--- config.mk ---
export PLATFORM = sky130hd
export DESIGN_NAME = key_debounce
export DESIGN_NICKNAME = d
export VERILOG_FILES = /design/src/rtl/key_debounce.sv
export SDC_FILE = /design/constraint.sdc
export NUM_CORES = 1
export LEC_CHECK = 0
export CELL_PAD_IN_SITES_DETAIL_PLACEMENT = 0
export CELL_PAD_IN_SITES_GLOBAL_PLACEMENT = 1
export CORE_MARGIN = 10
export CORE_UTILIZATION = 48
export CTS_CLUSTER_DIAMETER = 40
export DETAILED_ROUTE_END_ITERATION = 8
export DONT_BUFFER_PORTS = 1
export GPL_ROUTABILITY_DRIVEN = 0
export PLACE_DENSITY_LB_ADDON = 0.1
export SKIP_CTS_REPAIR_TIMING = 1
export SYNTH_ARGS = -nofsm -noshare
export SYNTH_HDL_FRONTEND = slang
export SYNTH_SLANG_ARGS = --single-unit
--- constraint.sdc ---
create_clock -name sys_clk -period 2.6 [get_ports sys_clk]
set_input_delay 0.65 -clock sys_clk [delete_from_list [all_inputs] [get_ports sys_clk]]
set_output_delay 0.65 -clock sys_clk [all_outputs]
set_load 0.05 [all_outputs]
--- src/rtl/key_debounce.sv ---
// Push-button conditioner: 2-flop sync, per-key debounce FSM, press/release strobes.
// Optional long-press strobe is built when the KEY_LONG_EN macro is defined.
module key_debounce #(
  parameter int KEY_NUM         = 4,
  parameter int DEBOUNCE_CYCLES = 1_000_000,
  parameter int LONG_CYCLES     = 50_000_000,
  parameter int CNT_W           = 26
) (
  input  logic               sys_clk,
  input  logic               sys_rst,
  input  logic [KEY_NUM-1:0] key_in,
  output logic [KEY_NUM-1:0] key_value,
  output logic [KEY_NUM-1:0] key_press,
  output logic [KEY_NUM-1:0] key_release,
  output logic [KEY_NUM-1:0] key_long
);

  typedef enum logic [1:0] {
    IDLE        = 2'd0,
    PRESS_CHK   = 2'd1,
    HELD        = 2'd2,
    RELEASE_CHK = 2'd3
  } state_t;

  localparam logic [CNT_W-1:0] DB_LAST = CNT_W'(DEBOUNCE_CYCLES - 1);

  if (DEBOUNCE_CYCLES < 2 || LONG_CYCLES <= DEBOUNCE_CYCLES) begin : g_bad_cfg
    $error("key_debounce: invalid DEBOUNCE_CYCLES/LONG_CYCLES combination");
  end

  logic [KEY_NUM-1:0] r_sync1;
  logic [KEY_NUM-1:0] r_sync2;
  logic [KEY_NUM-1:0] w_ks;

  // Sync flops reset to the released pin level so a held key must re-qualify.
  always_ff @(posedge sys_clk) begin
    if (sys_rst) begin
      r_sync1 <= '1;
      r_sync2 <= '1;
    end else begin
      r_sync1 <= key_in;
      r_sync2 <= r_sync1;
    end
  end

  assign w_ks = ~r_sync2;

  for (genvar g = 0; g < KEY_NUM; g++) begin : g_key
    state_t           r_state;
    state_t           w_state_nxt;
    logic [CNT_W-1:0] r_cnt;
    logic [CNT_W-1:0] w_cnt_nxt;
    logic             r_press;
    logic             r_release;
    logic             w_press_nxt;
    logic             w_release_nxt;
`ifdef KEY_LONG_EN
    localparam logic [CNT_W-1:0] LONG_LAST = CNT_W'(LONG_CYCLES - 1);
    localparam logic [CNT_W-1:0] LONG_SAT  = CNT_W'(LONG_CYCLES);
    logic             r_long;
    logic             w_long_nxt;
`endif

    always_comb begin
      w_state_nxt   = r_state;
      w_cnt_nxt     = r_cnt;
      w_press_nxt   = 1'b0;
      w_release_nxt = 1'b0;
`ifdef KEY_LONG_EN
      w_long_nxt    = 1'b0;
`endif
      case (r_state)
        IDLE: begin
          if (w_ks[g]) begin
            w_state_nxt = PRESS_CHK;
            w_cnt_nxt   = '0;
          end
        end
        PRESS_CHK: begin
          if (!w_ks[g]) begin
            w_state_nxt = IDLE;
            w_cnt_nxt   = '0;
          end else if (r_cnt == DB_LAST) begin
            w_state_nxt = HELD;
            w_cnt_nxt   = '0;
            w_press_nxt = 1'b1;
          end else begin
            w_cnt_nxt = r_cnt + 1'b1;
          end
        end
        HELD: begin
          if (!w_ks[g]) begin
            w_state_nxt = RELEASE_CHK;
            w_cnt_nxt   = '0;
          end
`ifdef KEY_LONG_EN
          // Parking the count one past the fire point makes key_long once-per-press.
          else if (r_cnt == LONG_LAST) begin
            w_long_nxt = 1'b1;
            w_cnt_nxt  = LONG_SAT;
          end else if (r_cnt < LONG_LAST) begin
            w_cnt_nxt = r_cnt + 1'b1;
          end
`endif
        end
        RELEASE_CHK: begin
          if (w_ks[g]) begin
            w_state_nxt = HELD;
            w_cnt_nxt   = '0;
          end else if (r_cnt == DB_LAST) begin
            w_state_nxt   = IDLE;
            w_cnt_nxt     = '0;
            w_release_nxt = 1'b1;
          end else begin
            w_cnt_nxt = r_cnt + 1'b1;
          end
        end
        default: begin
          w_state_nxt = IDLE;
          w_cnt_nxt   = '0;
        end
      endcase
    end

    always_ff @(posedge sys_clk) begin
      if (sys_rst) begin
        r_state   <= IDLE;
        r_cnt     <= '0;
        r_press   <= 1'b0;
        r_release <= 1'b0;
`ifdef KEY_LONG_EN
        r_long    <= 1'b0;
`endif
      end else begin
        r_state   <= w_state_nxt;
        r_cnt     <= w_cnt_nxt;
        r_press   <= w_press_nxt;
        r_release <= w_release_nxt;
`ifdef KEY_LONG_EN
        r_long    <= w_long_nxt;
`endif
      end
    end

    assign key_value[g]   = (r_state == HELD) || (r_state == RELEASE_CHK);
    assign key_press[g]   = r_press;
    assign key_release[g] = r_release;
`ifdef KEY_LONG_EN
    assign key_long[g]    = r_long;
`else
    assign key_long[g]    = 1'b0;
`endif
  end

endmodule

# Yosys cells after proc, flatten, opt, wreduce, memory -nomap -nowiden

Cells that the tools add are included.

Register bits after elaboration: 128
Logic and storage cells: 147

Add/sub/neg operators: 4
Equal/unequal tests: 32
Muxes and demuxes: 56
Bitwise gates (word level): 13
Reduce and logical (&&, ||, !) cells: 24

Operator list:

| cell                                                  | number |
|---|---|
| 2-to-1 mux 26 bit                                     | 20 |
| case mux 26 bit (4 select lines)                      | 4 |
| adder 26 x 1 -> 26 bit, second input constant         | 4 |
| equality test 26 x 20 -> 1 bit, second input constant | 4 |
| 2-to-1 mux 2 bit                                      | 24 |
| case mux 2 bit (4 select lines)                       | 4 |
| != test 3 bit, second input constant                  | 8 |
| OR reduction 3 bit                                    | 8 |
| equality test 2 bit, second input constant            | 8 |
| != test 2 bit, second input constant                  | 8 |
| AND reduction 4 bit                                   | 4 |
| inverter 1 bit                                        | 12 |
| equality test 2 x 1 -> 1 bit, second input constant   | 4 |
| logical NOT 2 bit                                     | 4 |
| AND reduction 2 bit                                   | 4 |
| logical OR 1 bit                                      | 4 |
| 2-to-1 mux 1 bit                                      | 4 |
| inverter 4 bit                                        | 1 |

# Logic depth before layout (Yosys ltp)

Gate-level depths: netlist (run 1).

Depth after elaboration: 4
Gate-level depth with buffers: 8

# Least setup slack after synthesis (run 1)

No wires, ideal clock.

Path kind: input -> register
Start: input port sys_rst
End: register g_key[2].r_cnt[20]
Library setup time: 74 ps
Arrival: 1,916 ps
Data required time: 2,526 ps
Slack: 610 ps
Stages on the path: 7
Path buffers: 3
Cells stage by stage: clkbuf_1 -> nor3_1 -> a21boi_1 -> buf_2 -> buf_2 -> o21ai_0 -> a31oi_1

RTL lines:

| item                 | line | source |
|---|---|---|
| from (decl)          | 10   | `input logic sys_rst,` |
| to (signal assigned) | 136  | `r_cnt <= w_cnt_nxt;` |
| to (decl)            | 51   | `logic [CNT_W-1:0] r_cnt;` |

# Final worst setup path (run 1)

Start: register g_key[2].r_cnt[0]
End: register g_key[2].r_cnt[14]

Longest elaborated chain between the ends: 4

Ends and longest elaborated chain:

| item                                                                     | line    | source |
|---|---|---|
| adder 26 x 1 -> 26 bit or equality test 26 x 20 -> 1 bit (tied branches) | n/a     |  |
| 2-to-1 mux 26 bit *                                                      | 83, 110 |  |
| 2-to-1 mux 26 bit, on equally long branches                              | 107, 80 |  |
| case mux 26 bit (4 select lines) *                                       | 72      | `case (r_state)` |

Every way passes the cells marked *; elsewhere a longest branch is shown, timed or not.
A chain may end at the register's enable or synchronous reset.

==> results of run 1 <==
==> cell families (layout without fill, tap and decap cells) <==
family,Yosys count,after routing
adder cells (fa/ha/maj),4,4
AO/OA/AOI/OAI,201,201
AND/OR/NAND/NOR,379,379
flip-flops,128,128
buffers and inverters,73,69
other,1,7
XOR/XNOR,20,20
multiplexers,3,3
==> critical path, delay by kind of cell (launching register included) <==
family | cells | cell delay, ps
DFF | 1 | 340
and+or+nand+nor | 2 | 380
buffers and inverters | 1 | 290
adders and majority gates | 1 | 240
AOI/OAI and AO/OA | 3 | 980
==> area by class of cell <==
cell class | instances | area [um2] | share of cell area, %
Antenna cell | 3 | 7.51 | 0.103
Clock buffer | 25 | 536 | 7.36
Clock inverter | 5 | 50.0 | 0.688
Inverter | 16 | 60.1 | 0.826
Multi-Input combinational cell | 611 | 3670 | 50.4
Sequential cell | 128 | 2560 | 35.2
Tap cell | 176 | 220 | 3.03
Timing Repair Buffer | 23 | 173 | 2.37
==> flip-flops by register name, summed over array words and instances (netlist names), named ones only <==
name,count
g_key.r_cnt,104
g_key.r_press,4
g_key.r_release,4
g_key.r_state,4
r_sync1,4
r_sync2,4
==> metal layers <==
layer  up-vias  global-route usage, %  wire (um)
met5         -                      0          0
met4         0                   5.44        219
met3        23                   5.32        821
met2       120                   27.4       7220
met1      2820                   21.5       7400
li1       2998                      -          -
==> power by group <==
part	internal (uW)	leakage, uW	switching, uW	total [uW]
clock network	1500	0.000297	836	2340
logic	30.9	0.00110	76.4	107
registers	1970	0.00103	10.7	1980
==> Yosys cell counts, drive strengths merged (3+ instances only) <==
| master | instances | area share (%) |
|---|---|---|
| dfxtp | 128 | 39 |
| nand2 | 97 | 5.5 |
| a31oi | 61 | 5.8 |
| nand3 | 61 | 4.7 |
| a21oi | 53 | 4.1 |
| nor2 | 38 | 2.2 |
| buf | 37 | 3.8 |
| o21ai | 35 | 2.7 |
| nand4 | 34 | 3.3 |
| nor3 | 27 | 2.1 |
| nor4 | 27 | 3.4 |
| clkbuf | 20 | 1.1 |
| and3 | 18 | 1.7 |
| inv | 16 | 0.91 |
| or2 | 13 | 1.2 |
| or3 | 13 | 1.2 |
| nand2b | 11 | 1.0 |
| xnor2 | 10 | 1.6 |
| xor2 | 10 | 1.3 |
| and4 | 9 | 1.2 |
| a41oi | 8 | 1.1 |
| a21o | 7 | 0.80 |
| and2 | 7 | 0.66 |
| o211ai | 7 | 0.80 |
| or4 | 7 | 0.85 |
| nand4b | 5 | 0.66 |
| ha | 4 | 0.76 |
| nor4b | 4 | 0.99 |
| a22o | 3 | 0.40 |
| a32oi | 3 | 0.40 |
| mux2i | 3 | 0.46 |
| o21a | 3 | 0.34 |
| o21ba | 3 | 0.46 |
==> worst max-delay path by stage <==
| stage | depth (start not counted) | endpoint | from |
|---|---|---|---|
| floorplan | 7 | g_key[2].r_cnt[20] | sys_rst |
| global placement | 5 | g_key[2].r_cnt[14] | sys_rst |
| global route | 7 | g_key[2].r_cnt[14] | g_key[2].r_cnt[0] |
| finish | 7 | g_key[2].r_cnt[14] | g_key[2].r_cnt[0] |
| CTS | 7 | g_key[2].r_cnt[14] | g_key[2].r_cnt[0] |
| detailed placement | 5 | g_key[2].r_cnt[14] | sys_rst |
==> per-stage QoR <==
step	std cells	area [um2]	hold WS, ps
finish	987	7270	305
global route	984	7270	278
CTS	984	7270	291
detailed placement	954	6680	392
global placement	954	6680	393
floorplan	812	6600	389
==> metrics, run 1 <==
Synth Area in XOR/XNOR=2.89%; TritonCTS Buffers=17; P&R area growth vs syn=10.4%; Slew @ Worst Pin=1210 ps; Worst Skew=6.11 ps; CTS tree=yes; Min-Delay Startpoint=sys_rst; Clock transition at path regs=60 ps; Core Box Area=13300 um2; Crit Path Class=register to register; Mapped Area=6590 um2; TritonCTS Sinks=128; Final setup viols=0; reg2reg start=g_key[2].r_cnt[0]; Via density=6.04; Hold Crit Depth=1; initial antenna violation count=3; Crit path largest cell delay=720 ps; NumNets Final=807; critical path required time=2940 ps; Post-Place Worst Slack=242 ps; sequential area share after synthesis=38.9%; WP data arrival=2650 ps; number of global-route vias before repair=5587; P_leak=0.00243 uW; Clock Tree Buf Depth=2; fillers=1260; crit path capture type=register; Die Wd=137 um; flops & latches, synth=128; Routed WL=15700 um; status=completed; share of post-route cells with drive strength above 1=10.8%; Yosys cell types=69; most common cell after layout, fill and taps aside=dfxtp_1; Clock Root Buffer=clkbuf_16; Starting Density=49.4%; # DRC=0; Slew Limit Fails=0; pin count of the biggest net entering global routing=39; Top FF cell, synth=dfxtp_1; worst skew pair latency=410 ps; Async SR Flop Fraction=0%; crit share post-route=88.6%; Worst VDD drop=0.493 mV; I/O pin count=22; # rows=42; setup tns final=0 ps; Hold Fails Final Rpt=0; Mapped Cells=809; Post-synth EDFFs=0; most frequent cells in the layout=128 x dfxtp_1, 97 x nand2_1, 60 x nand3_1, 60 x a31oi_1, 52 x a21oi_1; drt pass-1 iters=5; max_cap viols=0; Buffers on Ports=0; unrepaired setup endpoints after global routing=no; crit path max fanout=22; reg2reg setup slack=300 ps; mux cell area share after synthesis=0.456%; DR WL/cell=15.9 um; PwrDens=609 nW/um2; Crit-path slowest cell=a21boi_2; reg2reg path depth=7; Synth Area in Compound Gates=19.3%; Post-Synth Adder-Cell Area=0.759%; Initial DRC Count=451; syn avg cell area=8.15 um2; GRT Residual Overflow=0; first-pass GRT wire length=26700 um; Final ANT Viol Nets=0; cells along the critical path=ha_1, nand3_1, nor4_1, a21boi_2, buf_4, a41oi_1, a31oi_1; Worst setup SP type=register; maximum operating frequency=434 MHz; final total power=4430 uW; Total GRT Usage=17.1%; r2r endpoint=g_key[2].r_cnt[14]; DIE AREA=18800 um2; total vias in the final route=5961; Synthesis Warnings=0; fin crit period=2300 ps; setup ws final=296 ps; largest family of logic cells by synthesized area=simple AND/OR/NAND/NOR gates; Rel. slew slack=18.9%; die height=137 um; CTS H-tree lvls=4; Core Util, Final=54.5%; Synth Area in Simple Gates=31.8%; DP Wirelength=10500 um; HP Class=input pin to register
No activity file was read; power rests on OpenSTA's default activity.
==> inputs of run 2 (changes only) <==
--- a/config.mk
+++ b/config.mk
@@ -10,6 +10,7 @@
 export CORE_MARGIN = 10
 export CORE_UTILIZATION = 48
 export CTS_CLUSTER_DIAMETER = 40
+export CTS_CLUSTER_SIZE = 25
 export DETAILED_ROUTE_END_ITERATION = 8
 export DONT_BUFFER_PORTS = 1
 export GPL_ROUTABILITY_DRIVEN = 0
==> results of run 2 <==
Final layout, timing and power as in run 1 (identical DEF).
